**config.mk**
```make
export PLATFORM = sky130hd
export DESIGN_NAME = pwm_voice_mixer
export DESIGN_NICKNAME = d
export VERILOG_FILES = /design/src/rtl/synth_pkg.sv /design/src/rtl/pwm_voice_mixer_voice_osc.sv /design/src/rtl/pwm_voice_mixer.sv
export SDC_FILE = /design/constraint.sdc
export NUM_CORES = 1
export LEC_CHECK = 0
export ABC_CLOCK_PERIOD_IN_PS = 7100
export CAP_MARGIN = 20
export CORE_MARGIN = 4
export CORE_UTILIZATION = 57
export DETAILED_ROUTE_END_ITERATION = 6
export PLACE_DENSITY = 0.85
export SYNTH_ARGS = -nofsm -noshare
export SYNTH_HDL_FRONTEND = slang
export SYNTH_SLANG_ARGS = --single-unit
export TNS_END_PERCENT = 20
```
**constraint.sdc**
```tcl
create_clock -name clk -period 7.1 [get_ports clk]
set_input_delay 2.13 -clock clk [delete_from_list [all_inputs] [get_ports clk]]
set_output_delay 2.13 -clock clk [all_outputs]
set_load 0.05 [all_outputs]
```
**src/rtl/synth_pkg.sv**
```systemverilog
// Shared constants, types and helpers for the PWM voice mixer.
// Optional build macro used by the top level: VOICE_ENABLE_MASK_EN.
package synth_pkg;

  localparam int NUM_VOICES      = 8;
  localparam int VOICE_CNT_WIDTH = 16;

  typedef struct packed {
    logic [VOICE_CNT_WIDTH-1:0] cnt;
    logic                       phase;
  } voice_state_t;

  // Left shift that maps a voice count (0..8) onto a PWM_BITS-wide frame.
  function automatic int DUTY_SHIFT(input int pwm_bits);
    return pwm_bits - 3;
  endfunction

  function automatic logic [3:0] popcount8(input logic [NUM_VOICES-1:0] bits);
    logic [3:0] sum_v;
    sum_v = 4'd0;
    for (int i = 0; i < NUM_VOICES; i++) begin
      sum_v = sum_v + {3'd0, bits[i]};
    end
    return sum_v;
  endfunction

endpackage

```
**src/rtl/pwm_voice_mixer_voice_osc.sv**
```systemverilog
// Single square-wave voice: half-period counter plus phase flip-flop.
// A zero half-period or a low enable holds the voice muted at phase 0.
module voice_osc
  import synth_pkg::*;
(
  input  logic                       clk,
  input  logic                       rst,
  input  logic [VOICE_CNT_WIDTH-1:0] half_period,
  input  logic                       enable,
  output logic                       phase
);

  voice_state_t state_r;
  voice_state_t state_next_s;

  // Next-state: mute, toggle at end of half period, or count.
  always_comb begin
    state_next_s = state_r;
    if (!enable || (half_period == 16'd0)) begin
      state_next_s.cnt   = 16'd0;
      state_next_s.phase = 1'b0;
    end else if (state_r.cnt >= (half_period - 16'd1)) begin
      // >= lets a shrinking period take effect on the very next edge
      state_next_s.cnt   = 16'd0;
      state_next_s.phase = ~state_r.phase;
    end else begin
      state_next_s.cnt   = state_r.cnt + 16'd1;
      state_next_s.phase = state_r.phase;
    end
  end

  // Voice state register.
  always_ff @(posedge clk or posedge rst) begin
    if (rst) begin
      state_r.cnt   <= 16'd0;
      state_r.phase <= 1'b0;
    end else begin
      state_r <= state_next_s;
    end
  end

  assign phase = state_r.phase;

endmodule

```
**src/rtl/pwm_voice_mixer.sv**
```systemverilog
// Eight free-running square-wave voices mixed into one PWM audio bit.
// Define VOICE_ENABLE_MASK_EN to add the per-voice voice_en input.
module pwm_voice_mixer
  import synth_pkg::*;
#(
  parameter int PWM_BITS  = 8,
  parameter int DIV_WIDTH = 16
) (
  input  logic                 clk,
  input  logic                 rst,
  input  logic [DIV_WIDTH-1:0] pwm_reg0,
  input  logic [DIV_WIDTH-1:0] pwm_reg1,
  input  logic [DIV_WIDTH-1:0] pwm_reg2,
  input  logic [DIV_WIDTH-1:0] pwm_reg3,
  input  logic [DIV_WIDTH-1:0] pwm_reg4,
  input  logic [DIV_WIDTH-1:0] pwm_reg5,
  input  logic [DIV_WIDTH-1:0] pwm_reg6,
  input  logic [DIV_WIDTH-1:0] pwm_reg7,
`ifdef VOICE_ENABLE_MASK_EN
  input  logic [7:0]           voice_en,
`endif
  output logic                 pwm_out,
  output logic                 frame_strobe,
  output logic [3:0]           mix_level,
  output logic [7:0]           voice_phase
);

  localparam logic [PWM_BITS-1:0] CNT_LAST = {PWM_BITS{1'b1}};
  localparam logic [PWM_BITS-1:0] CNT_ONE  = {{(PWM_BITS-1){1'b0}}, 1'b1};

  logic [DIV_WIDTH-1:0]  half_period_s [NUM_VOICES];
  logic [NUM_VOICES-1:0] enable_s;
  logic [NUM_VOICES-1:0] voice_phase_s;

  logic [PWM_BITS-1:0]   pwm_cnt_r;
  logic [PWM_BITS:0]     duty_q_r;
  logic [3:0]            mix_level_r;
  logic                  pwm_out_r;
  logic                  frame_strobe_r;

  logic                  frame_end_s;
  logic [PWM_BITS:0]     duty_next_s;
  logic                  pwm_high_s;

  assign half_period_s[0] = pwm_reg0;
  assign half_period_s[1] = pwm_reg1;
  assign half_period_s[2] = pwm_reg2;
  assign half_period_s[3] = pwm_reg3;
  assign half_period_s[4] = pwm_reg4;
  assign half_period_s[5] = pwm_reg5;
  assign half_period_s[6] = pwm_reg6;
  assign half_period_s[7] = pwm_reg7;

`ifdef VOICE_ENABLE_MASK_EN
  assign enable_s = voice_en;
`else
  assign enable_s = {NUM_VOICES{1'b1}};
`endif

  for (genvar g = 0; g < NUM_VOICES; g++) begin : g_voice
    voice_osc u_voice_osc (
      .clk         (clk),
      .rst         (rst),
      .half_period (half_period_s[g]),
      .enable      (enable_s[g]),
      .phase       (voice_phase_s[g])
    );
  end

  // Frame boundary detect, duty candidate and PWM compare.
  always_comb begin
    frame_end_s = 1'b0;
    duty_next_s = {(PWM_BITS+1){1'b0}};
    pwm_high_s  = 1'b0;
    if (pwm_cnt_r == CNT_LAST) begin
      frame_end_s = 1'b1;
    end else begin
      frame_end_s = 1'b0;
    end
    // Level 8 maps to 2**PWM_BITS, hence the extra duty bit.
    duty_next_s = (PWM_BITS+1)'(mix_level_r) << DUTY_SHIFT(PWM_BITS);
    pwm_high_s  = ({1'b0, pwm_cnt_r} < duty_q_r);
  end

  // Mixer, frame counter, frame-aligned duty latch and registered outputs.
  always_ff @(posedge clk or posedge rst) begin
    if (rst) begin
      mix_level_r    <= 4'd0;
      pwm_cnt_r      <= {PWM_BITS{1'b0}};
      duty_q_r       <= {(PWM_BITS+1){1'b0}};
      frame_strobe_r <= 1'b0;
      pwm_out_r      <= 1'b0;
    end else begin
      mix_level_r    <= popcount8(voice_phase_s);
      pwm_cnt_r      <= pwm_cnt_r + CNT_ONE;
      if (frame_end_s) begin
        duty_q_r <= duty_next_s;
      end else begin
        duty_q_r <= duty_q_r;
      end
      frame_strobe_r <= frame_end_s;
      pwm_out_r      <= pwm_high_s;
    end
  end

  assign pwm_out      = pwm_out_r;
  assign frame_strobe = frame_strobe_r;
  assign mix_level    = mix_level_r;
  assign voice_phase  = voice_phase_s;

endmodule

```
# Yosys cells after proc, flatten, opt, wreduce, memory -nomap -nowiden
# Cells that the tools add are included.
dict set report totals {
  regBits 154
  inputBits 130
  output_inout_bits 14
  word_cells 96
}
dict set report classes {
  addsub 24
  order_cmp 9
  eq_ne 1
  muxes 17
  bitwise 8
  n_reduce_logical 16
}
# operator n
set ops {}
lappend ops {{17-bit 2-to-1 mux} 16}
lappend ops {{16-bit by 1-bit adder with 16-bit output, second input constant} 8}
lappend ops {{16-bit >= comparator} 8}
lappend ops {{16-bit zero test} 8}
lappend ops {{16-bit by 1-bit subtractor with 16-bit output, second input constant} 8}
lappend ops {{4-bit by 1-bit adder with 4-bit output} 4}
lappend ops {{2-bit nonzero test} 8}
lappend ops {{8-bit by 9-bit < comparator with 1-bit output} 1}
lappend ops {{8-bit by 1-bit adder with 8-bit output, second input constant} 1}
lappend ops {{8-bit == test, second input constant} 1}
lappend ops {{1-bit NOT} 8}
lappend ops {{3-bit by 1-bit adder with 4-bit output} 1}
lappend ops {{2-bit by 1-bit adder with 3-bit output} 1}
lappend ops {{1-bit by 1-bit adder with 2-bit output} 1}
lappend ops {{1-bit 2-to-1 mux} 1}

# Logic depth before layout (Yosys ltp)
# Gate-level depths: netlist of run 1.
dict set report logic_depth {
  depth_word 7
  mapped_depth 13
  mapped_depth_nobuf 12
}

# Modules after synthesis
# A second synthesis of run 1 with hierarchy kept.
dict set report unflattened {
  cells_unflattened 1354
  area_unflattened_um2 13062.5
}
# mod instances cells_per_inst area_each_um2 seq_area_each_um2
set modules_own_cells {}
lappend modules_own_cells {{voice_osc (g_voice[0].u_voice_osc ...)} 6 161 1539.0 425.4}
lappend modules_own_cells {{voice_osc (g_voice[7].u_voice_osc)} 1 162 1542.7 425.4}
lappend modules_own_cells {{voice_osc (g_voice[3].u_voice_osc)} 1 156 1408.9 425.4}
lappend modules_own_cells {pwm_voice_mixer 1 70 877.1 450.4}

# Worst setup path before layout of run 1
# No wires, ideal clock.
dict set report synth_path {
  kind {input-to-reg}
  from {input pwm_reg5[5]}
  to {register, netlist name g_voice[5].u_voice_osc.phase}
  setup_ns 0.120
  arrival_time_ns 5.462
  t_required_ns 6.980
  setup_slack_ns 1.518
  stages 11
  n_path_buf 0
  path_cell_list {nor4_1 nor4b_1 nand2_1 or3_1 xor2_1 ha_1 nand4_1 or3_1 or4_2 a31o_2 and3_2}
}
dict set report synth_via {
  elab_chain_cells 3
  word_cells_on_any_way 5
  cone_classes {add/sub (1); order compare (1); mux (1); reduce/logical (2)}
}
# element line_no
set synth_lines {}
lappend synth_lines {{start, declared} pwm_voice_mixer.sv:16} ;# input logic [DIV_WIDTH-1:0] pwm_reg5,
lappend synth_lines {{16-bit by 1-bit subtractor with 16-bit output} pwm_voice_mixer_voice_osc.sv:22} ;# end else if (state_r.cnt >= (half_period - 16'd1)) begin
lappend synth_lines {{16-bit >= comparator} pwm_voice_mixer_voice_osc.sv:22}
lappend synth_lines {{2-bit nonzero test (no source line)} n/a}
# Several ways; a longest one is shown, not always the timed one.
# A chain may end at the register's enable or synchronous reset.

# Worst setup path in the final report of run 1
dict set report layout_path {
  from {input pwm_reg5[3]}
  to {register, netlist name g_voice[5].u_voice_osc.phase}
}
dict set report layout_via {
  elab_chain_cells 3
  word_cells_on_any_way 5
  cone_classes {add/sub (1); order compare (1); mux (1); reduce/logical (2)}
}
# element line_no
set layout_lines {}
lappend layout_lines {{16-bit by 1-bit subtractor with 16-bit output} pwm_voice_mixer_voice_osc.sv:22}
lappend layout_lines {{16-bit >= comparator} pwm_voice_mixer_voice_osc.sv:22}
lappend layout_lines {{2-bit nonzero test (no source line)} n/a}
# Several ways; a longest one is shown, not always the timed one.

==> flow_summary.ini, run 1 <==
[clock_network]
clk_path_buf_depth = 2
cts_resized = 0
cts-buffers-inserted = 17
cts_tree = done
cts.sinks = 154
insertion_delay_ps = 410
hold_buffers = 0
clkSlewWorstSetupHoldPaths_ps = 60
postCtsSetupBuffers = 0
cts_max_level = 4
root_buffer = clkbuf_16

[route]
via_count = 9817
drtPass1Iterations = 5
drtAntennaViolNets = 0
wirelength_um = 25300
route.detailed.drc = 0
viasPerCell = 5.60
top_layer = met4
dr_wl_met3_um = 1180
wl_met1_um = 11600
wl_per_cell_um = 14.4
drt_iter0_drc = 599
dr_wl_met2_um = 12300

[timing]
finalClockSkew_ps = 8.52
hold_viol = 0
setup_viol = 0
tns_ps = 0
slew_headroom_pct = 42.0
finalCritPeriodShare_pct = 83.6
slew_violations = 0
min_period_ps = 5940
fmax_mhz = 168
rsz0062_at_grt = false
tightestPinTransition_ps = 870

[critical_path]
crit_path_start_kind = input port
critPathKind = input port to flip-flop
end_kind = flip-flop
crit_fanout = 4
cp.required_ps = 7400
cp_data_arrival_time_ps = 6240

[power]
switching_share_pct = 33.7
clkPwrFrac_pct = 30.1
p_leak_uw = 0.00620
switchingPower_uw = 1110
seqPwrFrac_pct = 39.9
ir_drop_v = 0.000137
powerDensity_nw_per_um2 = 232
internal-power_uw = 2180
p_comb_share_pct = 30.0

[synth]
synth-edff-count = 0
yosysUniqueCellTypes = 59
synth_async_sr_flop_share_pct = 100
syn_area_sq_um = 11900
ys_seq_elements = 154
syn_nets = 1612
ys.warnings.count = 0
synth-main-ff-cell = dfrtp_1
syn_area_per_cell_sq_um = 8.95
seq_area_frac_synth_pct = 32.4
syn_inst = 1328

[floorplanning]
start_util_pct = 58.4
die_area_sq_um = 23200
die_y_um = 152
rows = 52
die_width_um = 152
ios = 144
core_area_sq_um = 20400

[place]
placed_cell_area_sq_um = 13600
gp_congestion = 0.874
io_buffers = 143
dpl.hpwl_um = 19700

[cells_and_area]
multi_input_area_sq_um = 7740
seq_area_sq_um = 3850
antenna_cells = 0
area_growth_syn_to_layout_pct = 19.6
finalInstanceArea_sq_um = 14200
post-route-util_pct = 69.8
final_nets = 1757
nFillCells = 1543
drive_gt1_share_pct = 3.91

[global_route]
grt_pass1_wl_um = 44600
grt_antenna_before_repair = 0
grt.overflow.total = 0
grt_usage_pct = 22.2
grt_start_max_net_pins = 100
grt_pass1_vias = 9956

[status]
status = finished, final reports clean

[worst_hold_path]
min_path_type = flip-flop to flip-flop

[run]
max_cap_violations = 0
## worst max-delay path, cell delays in order
cell and delay [ps]:
clkdlybuf4s50_1 480, nor4_1 390, nor4b_1 630, nand2_1 160
or3_1 360, xor2_1 150, ha_1 310, nand4_1 150
or3_1 380, or4_2 610, a31o_2 280, and3_2 190
## state kept, by name, indices dropped and copies added, names as in the netlist
signal and count:
mix_level 4, g_voice.u_voice_osc.phase 8, g_voice.u_voice_osc.state_r 128, frame_strobe 1, pwm_out 1, pwm_cnt_r 8
duty_q_r 4
## per-layer routing
metal	track usage [%]	vias to the layer above
met2	38.0	198
met1	29.5	4638
met4	4.58	0
met5	0	-
met3	4.60	22
li1	-	4959
## path summary, 6_finish.rpt
| check | from | endpoint | slack, ps | cells past startpoint |
|---|---|---|---|---|
| max | pwm_reg5[3] | g_voice[5].u_voice_osc.phase | 1160 | 12 |
| min | g_voice[6].u_voice_osc.state_r[1] | g_voice[6].u_voice_osc.state_r[1] | 480 | 1 |
| max reg2reg | g_voice[0].u_voice_osc.phase | mix_level[2] | 4210 | 8 |
| min reg2reg | g_voice[6].u_voice_osc.state_r[1] | g_voice[6].u_voice_osc.state_r[1] | 480 | 1 |
| max in group asynchronous | rst | g_voice[3].u_voice_osc.phase | 3560 | 3 |
| min in group asynchronous | rst | g_voice[3].u_voice_osc.state_r[13] | 2270 | 2 |
## cells in the final DEF (no fill, tap or decap), types with 45 or more instances in the layout
master	instances
nor3_1	82
dfrtp_1	154
ha_1	150
clkdlybuf4s50_1	143
xor2_1	108
nand3_1	67
xnor2_1	121
nor2_1	177
inv_1	45
nand2_1	109
a21oi_1	45
## cell usage after synthesis (all sizes together) (7+ instances only)
cell type  number  area [sq um]
or3             9          56.3
a21oi          45           225
nand2         109           409
inv            46           173
nand3          67           335
ha            150          1880
nor2b          11          68.8
dfrtp         154          3850
xnor2         121          1060
nor4           25           163
nand2b         10          62.6
nand4          31           209
or4            17           144
o21a            7          52.6
and3           36           226
nor3           83           427
o21ai          19          95.1
nor2          177           664
xor2          108           946
buf            14          96.3
## area by class of cell
| cell class | instances | area share (%) |
|---|---|---|
| clock inverters | 8 | 1.16 |
| multi-input cells | 1108 | 54.5 |
| inverters | 46 | 1.25 |
| well taps | 270 | 2.38 |
| repair buffers | 146 | 10.2 |
| clock buffers | 22 | 3.41 |
| flip-flops and latches | 154 | 27.1 |
## power groups by stage
stage	clock network [uW]	registers (uW)	logic (uW)
final	991	1310	986
after global routing	1050	1340	1140
after CTS	1010	1310	1000
after global placement	0	1310	919
after detailed placement	0	1320	987
after floorplan	0	1280	670
## per-stage QoR
step	std cells	worst slack [ps]	power, uW	hold slack, ps
after floorplan	1328	820	1950	435
after global placement	1724	826	2230	457
after detailed placement	1724	712	2310	466
after CTS	1754	1140	3320	480
after global routing	1754	755	3530	490
final	1754	1160	3290	477
## kinds of logic after synthesis
kind of cell	count (synthesis)	share of synthesized area, %
AO/OA/AOI/OAI	108	5.64
XOR/XNOR	229	16.9
adder cells (fa/ha/maj)	154	16.5
buffers and inverters	66	2.45
flip-flops	154	32.4
multiplexers	6	0.547
AND/OR/NAND/NOR	611	25.6
Note: power is estimated with default switching activity, not from simulation.
==> inputs of run 2 (changes only) <==
--- a/config.mk
+++ b/config.mk
@@ -5,12 +5,12 @@
 export SDC_FILE = /design/constraint.sdc
 export NUM_CORES = 1
 export LEC_CHECK = 0
-export ABC_CLOCK_PERIOD_IN_PS = 7100
+export ABC_CLOCK_PERIOD_IN_PS = 5400
 export CAP_MARGIN = 20
 export CORE_MARGIN = 4
-export CORE_UTILIZATION = 57
+export CORE_UTILIZATION = 52
 export DETAILED_ROUTE_END_ITERATION = 6
-export PLACE_DENSITY = 0.85
+export PLACE_DENSITY = 0.82
 export SYNTH_ARGS = -nofsm -noshare
 export SYNTH_HDL_FRONTEND = slang
 export SYNTH_SLANG_ARGS = --single-unit
==> constraint.sdc (replaced) <==
create_clock -name clk -period 5.4 [get_ports clk]
set_input_delay 1.62 -clock clk [delete_from_list [all_inputs] [get_ports clk]]
set_output_delay 1.62 -clock clk [all_outputs]
set_load 0.05 [all_outputs]
==> run 2 against run 1 <==
Net effect: final cell count up 2.1%; sequential share of layout area fell by 0.31 points; cell area is 1.2% higher; core utilization shrank 6.1 points; sequential power grew 31%; wire length is 0.39% higher; register-to-register slack lost 1700 ps; critical path type unchanged.
==> flow_summary.ini, run 2 (same netlist as run 1, synthesis figures left out) <==
[timing]
fmax_mhz = 203
fin_hold_ws_ps = 455
min_period_ps = 4940
rsz0062_at_grt = false
finalCritPeriodShare_pct = 91.4
setup_viol = 0
tns_ps = 0
tightestPinTransition_ps = 752
finalClockSkew_ps = 8.10
hold_viol = 0
slew_violations = 0
slew_headroom_pct = 49.4

[clock_network]
clkSlewWorstSetupHoldPaths_ps = 70
root_buffer = clkbuf_16
hold_buffers = 0
cts_resized = 0
postCtsSetupBuffers = 0
insertion_delay_ps = 420
cts-buffers-inserted = 17
cts_max_level = 4
clk_path_buf_depth = 2
cts.sinks = 154
cts_tree = done

[floorplanning]
ios = 144
die_y_um = 159
die_width_um = 159
core_area_sq_um = 22600
start_util_pct = 52.7
die_area_sq_um = 25300
rows = 55

[power]
switchingPower_uw = 1500
ir_drop_v = 0.000181
powerDensity_nw_per_um2 = 297
p_leak_uw = 0.00629
internal-power_uw = 2780
clkPwrFrac_pct = 29.5
switching_share_pct = 35.1
seqPwrFrac_pct = 40.1
p_comb_share_pct = 30.3

[cells_and_area]
top_register = g_voice.u_voice_osc.state_r
final_nets = 1777
antenna_cells = 0
area_growth_syn_to_layout_pct = 21.0
nFillCells = 1835
drive_gt1_share_pct = 5.38
layout_common_cells = nor2_1 (177), dfrtp_1 (154), ha_1 (150)
post-route-util_pct = 63.7
top_regs = g_voice.u_voice_osc.state_r x128, g_voice.u_voice_osc.phase x8, pwm_cnt_r x8
layout_commonest_cell = nor2_1
instances_no_fill = 1791
finalInstanceArea_sq_um = 14400
largest_reg_flops = 128

[status]
status = finished, final reports clean

[route]
route.detailed.drc = 0
viasPerCell = 5.53
drt_iter0_drc = 474
wl_per_cell_um = 14.2
wirelength_um = 25400
drtAntennaViolNets = 0
drtPass1Iterations = 5
via_count = 9903

[critical_path]
crit_path_start_kind = input port
r2r_cells = 8
cp.required_ps = 5700
cp_data_arrival_time_ps = 5240
reg2reg_from = g_voice[0].u_voice_osc.phase
r2r_setup_slack_ps = 2510
crit_fanout = 4
critPathKind = input port to flip-flop
end_kind = flip-flop
crit_path_end = g_voice[5].u_voice_osc.phase
startpoint = pwm_reg5[5]
rr_endpoint = mix_level[2]

[worst_hold_path]
hold_depth = 1
min_path_type = flip-flop to flip-flop

[global_route]
grt_antenna_before_repair = 0
grt_start_max_net_pins = 137
grt.overflow.total = 0
grt_pass1_vias = 9983
grt_pass1_wl_um = 44200
grt_usage_pct = 20.2

[place]
gp_congestion = 0.840
placed_cell_area_sq_um = 13700
dp.cells = 1759
dpl.hpwl_um = 20000
io_buffers = 143

[run]
max_cap_violations = 0
[run 2: per-stage QoR]
stage          power, uW  setup WS, ps
2_1_floorplan       2560           328
3_3_place_gp        2950          75.0
3_5_place_dp        3030          39.4
4_1_cts             4320           477
5_1_grt             4600           226
6_report            4270           463
[run 2: worst min-delay path by stage]
stage / startpoint / to
after floorplan: duty_q_r[8] / pwm_out
after global placement: duty_q_r[8] / pwm_out
after detailed placement: duty_q_r[8] / pwm_out
after CTS: duty_q_r[8] / pwm_out
after global routing: duty_q_r[8] / pwm_out
final: duty_q_r[8] / pwm_out
[run 2: layer usage]
metal | track usage [%] | vias up | wire [um] | part of all wire [%]
met1 | 25.2 | 4685 | 11400 | 45
met5 | 0 | - | 0 | 0
met2 | 35.6 | 168 | 12800 | 50
met4 | 5.80 | 0 | 404 | 1.6
met3 | 3.99 | 38 | 844 | 3.3
li1 | - | 5012 | - | -
[run 2: power groups by stage]
stage / sequential [uW] / clock [uW] / combinational (uW)
CTS: 1710 / 1290 / 1320
floorplan: 1680 / 0 / 881
global route: 1760 / 1350 / 1500
global placement: 1720 / 0 / 1230
detailed placement: 1730 / 0 / 1310
finish: 1720 / 1260 / 1300
[run 2: worst max-delay path, cell delays in order]
cell,delay [ps]
clkdlybuf4s50_1,420
nor4_1,340
nor4b_1,290
buf_4,190
nand2_1,60
or3_1,320
xor2_1,150
ha_1,290
nand4_1,110
or3_1,370
or4_2,620
a31o_2,280
and3_2,200
[run 2: layout make-up]
cell class / count / area, sq um / area share, %
clock buffer: 19 / 453 / 3.15
tap: 285 / 357 / 2.48
timing repair buffer: 166 / 1620 / 11.2
multi-input combinational: 1108 / 7740 / 53.9
sequential: 154 / 3850 / 26.8
inverter: 46 / 176 / 1.23
clock inverter: 13 / 180 / 1.25
